File: src/rtl/fifo_pkg.sv
// Shared definitions for the dual-clock fifo and its read-side consumers.
//   FIFO_DEPTH / PTR_WIDTH : fifo geometry constants.
//   SKID_DEPTH             : entries in the stream output skid buffer.
//   pkt_state_t            : packetizer framing states.
//   has_slot()             : checks whether another beat may be committed to the skid buffer.
package fifo_pkg;

    localparam int FIFO_DEPTH = 16;
    localparam int PTR_WIDTH  = $clog2(FIFO_DEPTH);
    localparam int SKID_DEPTH = 2;

    typedef enum logic [1:0] {
        IDLE,
        PAYLOAD,
        DRAIN
    } pkt_state_t;

    // A new beat fits if the entries already buffered, plus the ones
    // still on their way, minus the one leaving this cycle, leave a free slot.
    function automatic logic has_slot(input logic [1:0] occ,
                                      input logic       inflight,
                                      input logic       xfer);
        return ({1'b0, occ} + {2'b00, inflight} - {2'b00, xfer}) < 3'(SKID_DEPTH);
    endfunction

endpackage

File: src/rtl/axis_skid_buf.sv
// Two-entry {data, last} stream buffer.
//   clk, reset           : clock, synchronous active-high reset
//   push, push_data/last : write one beat (caller guarantees space)
//   pop                  : remove the head beat (caller guarantees occupancy != 0)
//   head_data/last       : oldest beat; held stable until popped
//   occupancy            : beats held (0..2)
module axis_skid_buf #(
    parameter int DATA_WIDTH = 8
) (
    input  logic                  clk,
    input  logic                  reset,
    input  logic                  push,
    input  logic [DATA_WIDTH-1:0] push_data,
    input  logic                  push_last,
    input  logic                  pop,
    output logic [DATA_WIDTH-1:0] head_data,
    output logic                  head_last,
    output logic [1:0]            occupancy
);

    // Entries stored as {last, data}; ent0 is always the head.
    logic [DATA_WIDTH:0] ent0, ent1;
    logic [1:0]          wr_idx;

    // A simultaneous pop shifts ent1 down, so the write slot moves with it.
    assign wr_idx = occupancy - {1'b0, pop};

    always_ff @(posedge clk) begin
        if (reset) begin
            occupancy <= 2'd0;
            ent0      <= '0;
            ent1      <= '0;
        end else begin
            occupancy <= occupancy + {1'b0, push} - {1'b0, pop};
            if (pop)
                ent0 <= ent1;
            if (push) begin
                if (wr_idx == 2'd0)
                    ent0 <= {push_last, push_data};
                else
                    ent1 <= {push_last, push_data};
            end
        end
    end

    assign head_data = ent0[DATA_WIDTH-1:0];
    assign head_last = ent0[DATA_WIDTH];

endmodule

File: src/rtl/fifo_rd_packetizer.sv
// Pops words from the fifo read port and frames them as AXI-Stream packets:
// one header beat (zero-extended sequence number) then PKT_LEN payload beats.
//   aclk, areset        : read-domain clock, synchronous active-high reset
//   fifo_empty          : fifo empty flag
//   fifo_rd_en          : fifo pop request
//   fifo_rd_data        : pop data, valid the cycle after fifo_rd_en
//   fifo_uflow          : fifo underflow pulse
//   m_tdata/tvalid/tready/tlast : stream master
//   pkt_count           : completed packets (wraps at 2^16)
//   uflow_err           : sticky underflow flag
module fifo_rd_packetizer
    import fifo_pkg::*;
#(
    parameter int DATA_WIDTH = 8,
    parameter int PKT_LEN    = 16,
    parameter int SEQ_WIDTH  = 8
) (
    input  logic                  aclk,
    input  logic                  areset,
    input  logic                  fifo_empty,
    output logic                  fifo_rd_en,
    input  logic [DATA_WIDTH-1:0] fifo_rd_data,
    input  logic                  fifo_uflow,
    output logic [DATA_WIDTH-1:0] m_tdata,
    output logic                  m_tvalid,
    input  logic                  m_tready,
    output logic                  m_tlast,
    output logic [15:0]           pkt_count,
    output logic                  uflow_err
);

    localparam int                BEAT_W   = $clog2(PKT_LEN + 1);
    localparam logic [BEAT_W-1:0] LAST_IDX = BEAT_W'(PKT_LEN - 1);
    localparam logic [BEAT_W-1:0] FULL_CNT = BEAT_W'(PKT_LEN);

    pkt_state_t            state, state_nxt;
    logic [SEQ_WIDTH-1:0]  seq;
    logic [BEAT_W-1:0]     beats_issued;
    logic                  rd_pending;   // a pop was issued last cycle
    logic                  pend_last;    // ...and it is the final payload word
    logic [1:0]            occ;
    logic                  xfer, hdr_push, rd_issue, tlast_done;
    logic                  push, push_last;
    logic [DATA_WIDTH-1:0] push_data;

    assign m_tvalid   = (occ != 2'd0);
    assign xfer       = m_tvalid && m_tready;
    assign fifo_rd_en = rd_issue;

    always_comb begin
        state_nxt  = state;
        hdr_push   = 1'b0;
        rd_issue   = 1'b0;
        tlast_done = 1'b0;
        case (state)
            IDLE: begin
                if (!fifo_empty && has_slot(occ, 1'b0, xfer)) begin
                    hdr_push  = 1'b1;
                    state_nxt = PAYLOAD;
                end
            end
            PAYLOAD: begin
                if (!fifo_empty && beats_issued < FULL_CNT &&
                    has_slot(occ, rd_pending, xfer)) begin
                    rd_issue = 1'b1;
                    if (beats_issued == LAST_IDX)
                        state_nxt = DRAIN;
                end
            end
            DRAIN: begin
                if (xfer && m_tlast) begin
                    tlast_done = 1'b1;
                    state_nxt  = IDLE;
                end
            end
            default: state_nxt = IDLE;
        endcase
        // State may still read PAYLOAD during the reset cycle; never pop then.
        if (areset)
            rd_issue = 1'b0;
    end

    // Headers only go in from IDLE, where no read is outstanding, so the
    // two push sources never collide.
    assign push      = hdr_push | rd_pending;
    assign push_data = rd_pending ? fifo_rd_data : DATA_WIDTH'(seq);
    assign push_last = rd_pending & pend_last;

    always_ff @(posedge aclk) begin
        if (areset) begin
            state        <= IDLE;
            seq          <= '0;
            beats_issued <= '0;
            rd_pending   <= 1'b0;
            pend_last    <= 1'b0;
            pkt_count    <= 16'd0;
            uflow_err    <= 1'b0;
        end else begin
            state      <= state_nxt;
            rd_pending <= rd_issue;
            if (hdr_push)
                beats_issued <= '0;
            if (rd_issue) begin
                beats_issued <= beats_issued + BEAT_W'(1);
                pend_last    <= (beats_issued == LAST_IDX);
            end
            if (tlast_done) begin
                seq       <= seq + SEQ_WIDTH'(1);
                pkt_count <= pkt_count + 16'd1;
            end
            if (fifo_uflow)
                uflow_err <= 1'b1;
        end
    end

    axis_skid_buf #(
        .DATA_WIDTH (DATA_WIDTH)
    ) u_skid (
        .clk       (aclk),
        .reset     (areset),
        .push      (push),
        .push_data (push_data),
        .push_last (push_last),
        .pop       (xfer),
        .head_data (m_tdata),
        .head_last (m_tlast),
        .occupancy (occ)
    );

endmodule

File: config.mk
export PLATFORM = sky130hd
export DESIGN_NAME = fifo_rd_packetizer
export DESIGN_NICKNAME = d
export VERILOG_FILES = /design/src/rtl/fifo_pkg.sv /design/src/rtl/axis_skid_buf.sv /design/src/rtl/fifo_rd_packetizer.sv
export SDC_FILE = /design/constraint.sdc
export NUM_CORES = 1
export LEC_CHECK = 0
export CORE_UTILIZATION = 23
export CTS_BUF_LIST = sky130_fd_sc_hd__clkbuf_8 sky130_fd_sc_hd__clkbuf_16
export DETAILED_ROUTE_END_ITERATION = 16
export DONT_BUFFER_PORTS = 1
export HOLD_SLACK_MARGIN = 0.12
export PLACE_DENSITY_LB_ADDON = 0.1
export SETUP_SLACK_MARGIN = 0.02
export SYNTH_ARGS = -nofsm -noshare
export SYNTH_HDL_FRONTEND = slang
export SYNTH_SLANG_ARGS = --single-unit
File: constraint.sdc
create_clock -name aclk -period 2.8 [get_ports aclk]
set_clock_uncertainty 0.05 [all_clocks]
set_input_delay 0.28 -clock aclk [delete_from_list [all_inputs] [get_ports aclk]]
set_output_delay 0.28 -clock aclk [all_outputs]
set_load 0.005 [all_outputs]
==> key figures <==
Outcome
  • Status: finished, final reports clean

Timing
  • Worst Tran Pin Value: between 0.6 and 0.7 ns
  • Hold Violations, Final: 0
  • Slew HR: a little under three fifths
  • Max Freq: 396.3 MHz
  • Final Critical Period: 2.523 ns
  • Setup violations, final: 0
  • Part of the cycle the worst path needs: 90.12%
  • Final TNS setup: 0 ns
  • RSZ-0062 raised after global routing: false
  • Slew Viols, Final: 0

Global route
  • GRT Util Overall: between 10% and 20%
  • First-pass GRT wire length: 10670 um
  • Vias in the first global route: 1951
  • Antenna violations before repair: 0
  • Largest net degree at the start of global routing: 53
  • Total grt overflow: 0

Synth
  • Most frequent cell after synthesis: dfxtp_1
  • Yosys top cell area share: 42.06%
  • Asr flop ratio synth: 0%
  • Syn Nets: ~310
  • Ys Warns: 0
  • Mux contribution to synthesized area: 10.61%
  • Synth Area in Adders: 3.700%
  • Post-Synth XOR/XNOR Area: between 5 and 6%
  • Largest family of logic cells by synthesized area: simple AND/OR/NAND/NOR gates
  • Post-synth top area cell: dfxtp_1
  • Cell variety after synth: 45
  • Compound-Gate Fraction of Synth Area: 11.49%
  • Post-Synthesis Cells: 288
  • Synth Area per Inst: 8.923 sq um
  • EDFF count, synth: 0
  • Top cells by area, synth: dfxtp_1 42%, mux2i_1 6.2%, nor2_1 5.7%
  • Seq/Total Area, Yosys: 42.06%
  • Synth top cells by count: 54 x dfxtp_1, 39 x nor2_1, 16 x mux2i_1
  • Syn Std Cell Area: 2570 sq um
  • Ys flop type: dfxtp_1
  • Simple-Gate Fraction of Synth Area: a little under a quarter
  • Number of synthesized register bits: 54

Finish
  • Util after Layout: 26.85%
  • Final #Nets: 313
  • Final std cells w/o fill: 434
  • Layout cell share with drive strength beyond 1: 11.56%
  • Footprint of the multi-input gates: 1394 sq um
  • Area Overhead vs Synth: 13.24%
  • Post-route cell area: 2910 sq um
  • Sequential cell area: roughly 1100 sq um
  • Diode count: 0
  • Fill count: 1197

Clocking
  • H-tree lvl count: 2
  • Clock root buffer: clkbuf_8
  • Postcts setup bufs: 0
  • Clock Path Buffers: 2
  • Clock buffer count from CTS: 5
  • Clk slew on worst S/H paths: around 0.11 ns
  • CTS tree: done
  • Clock Latency Late Sink: just over 0.3 ns
  • CTS Sinks: 54

Floorplan
  • I/O pins: 41
  • DIE HEIGHT: between 100 and 150 um
  • Core region area: 10840 sq um
  • Starting Density: 23.71%
  • Row Count: 38
  • Die Area: 11600 sq um
  • Die X: 107.7 um

Pwr
  • Switching share of power: a little under a third
  • Leak: 0.9919 nW
  • Power density over cell area: between 600 and 700 nW/um^2
  • Power share of the clock group: between 30 and 40%
  • Internal power: 1.244 mW
  • Seq pwr share: 48.5%
  • Logic pwr share: just over 20%
  • Sw Pwr: ~0.53 mW
  • Peak supply drop: 0.0002076 V

Hold path
  • Hold Path End: seq[7]
  • Worst Hold Depth: 2
  • Worst Hold Launch: areset
  • Hold Path Class: in2reg

Critical path
  • Worst path slowest cell: fa_1
  • CP arrival: 2.19 ns
  • Cells along the critical path: nand3b_1 -> nand2_1 -> nand2_1 -> fa_1 -> xnor2_1 -> nand4_1 -> inv_1 -> buf_4
  • Worst path bufs/invs: 2
  • Critical path type: reg2out
  • Crit Path Max Fanout: 5
  • WP data required: around 2.5 ns
  • Worst R2R Path Depth: 7
  • Worst r2r src: u_skid.occupancy[0]
  • Reg-to-Reg End: u_skid.ent1[0]
  • CP Launch Type: flop
  • Most frequent CP cell: nand2_1
  • Worst Setup End Kind: output port
  • CP peak stage delay: 0.38 ns
  • Reg2Reg Setup Slack: around 0.37 ns
  • Cell family with most CP delay: simple AND/OR/NAND/NOR gates

Routing
  • Routed len/inst: 14.82 um
  • DRT iter0 DRCs: 87
  • DRC Markers: 0
  • Detailed Route WL: 6431 um
  • Vias: 1984
  • DRT antenna net count: 0
  • DR pass1 iterations: 4
  • DR vias/cell: 4.571

Placed design
  • Gpl congestion: 0.7170
  • Placed insts: 424
  • # port buffers: 0
  • DP HPWL: 4290 um
  • Dpl cell area: around 2800 sq um

Run
  • Max-Cap Viols: 0
-- metrics by stage --
stage | total power, mW | setup WS, ns | hold slack (ns)
2_1_floorplan | 1.141 | 0.3816 | 0.3458
3_3_place_gp | 1.225 | 0.3462 | 0.3100
3_5_place_dp | 1.225 | 0.2705 | 0.3099
4_1_cts | 1.819 | 0.1319 | 0.1218
5_1_grt | 1.885 | 0.09562 | 0.1475
6_report | 1.778 | 0.2767 | 0.1389
-- worst max-delay path by stage --
stage	startpoint	to	slack (ns)	cells after the start
after global placement	u_skid.occupancy[1]	u_skid.ent1[3]	0.35	7
final	u_skid.occupancy[0]	fifo_rd_en	0.28	8
after global routing	u_skid.occupancy[0]	fifo_rd_en	0.1	8
after detailed placement	u_skid.occupancy[1]	u_skid.ent1[5]	0.27	7
after floorplan	u_skid.occupancy[1]	u_skid.ent1[6]	0.38	7
after CTS	u_skid.occupancy[1]	fifo_rd_en	0.13	8
-- repair_timing --
item | 4_1_cts | 5_1_grt
endpoints found under the setup margin | 0 | 1
hold endpoints to repair | 51 | 0
hold buffers | 2 | 0
gates resized for setup | 0 | 1
-- power groups by stage --
| stage | registers (mW) | logic (mW) | clock network (mW) |
|---|---|---|---|
| after floorplan | 0.866 | 0.275 | 0 |
| after detailed placement | 0.878 | 0.347 | 0 |
| after global routing | 0.869 | 0.406 | 0.609 |
| after CTS | 0.861 | 0.368 | 0.590 |
| final | 0.862 | 0.359 | 0.557 |
| after global placement | 0.878 | 0.347 | 0 |
-- logic make-up after synthesis --
logic type	count (synthesis)
buffers and inverters	25
AOI/OAI and AO/OA	46
muxes	26
DFF	54
and+or+nand+nor	115
xor gates and xnor gates	15
adders and majority gates	7
-- worst reg2reg max path: cells and delay by family (launching register included) --
kind                       cells  cell delay (ns)
and+or+nand+nor                3             0.90
adders and majority gates      1             0.42
AOI/OAI and AO/OA              2             0.39
DFF                            1             0.36
buffers and inverters          1             0.24
-- flip-flops by register name, summed over array words and instances (netlist names) --
| register | cells |
|---|---|
| beats_issued | 5 |
| pend_last | 1 |
| pkt_count | 16 |
| rd_pending | 1 |
| seq | 8 |
| state | 2 |
| u_skid.ent0 | 9 |
| u_skid.ent1 | 9 |
| u_skid.occupancy | 2 |
| uflow_err | 1 |
-- cell usage in the layout, fill, tap and decap left out, drive strengths merged, types with 2 or more instances in the layout --
cell type / netlist / layout
buf: 5 / 9
xnor2: 12 / 12
nor4: 6 / 6
nand4: 9 / 9
o21ai: 14 / 14
nand2b: 4 / 4
nor3b: 2 / 2
nor2: 39 / 39
nand3: 14 / 14
or3: 7 / 7
and2: 2 / 2
a21oi: 14 / 14
inv: 13 / 14
nor3: 3 / 3
and4: 3 / 3
clkbuf: 7 / 5
mux2i: 16 / 16
or4: 3 / 3
xor2: 3 / 3
a211oi: 8 / 8
ha: 6 / 6
dfxtp: 54 / 54
nand2: 13 / 13
nor2b: 4 / 4
nand3b: 2 / 2
mux2: 10 / 10
-- cell type report --
cell class | count | area share, %
Clock buffer | 5 | 2.365
Inverter | 13 | 1.677
Tap cell | 140 | 6.019
Clock inverter | 3 | 1.505
Multi-Input combinational cell | 209 | 47.89
Timing Repair Buffer | 10 | 3.353
Sequential cell | 54 | 37.19
-- metal layers --
layer	global-route usage, %	up-vias	part of all wire, %
met3	3.269	5	4.7
met4	3.229	0	1.1
li1	-	1032	-
met1	15.55	922	49
met2	19.18	25	45
met5	0	-	0
No activity file was read; power rests on OpenSTA's default activity.
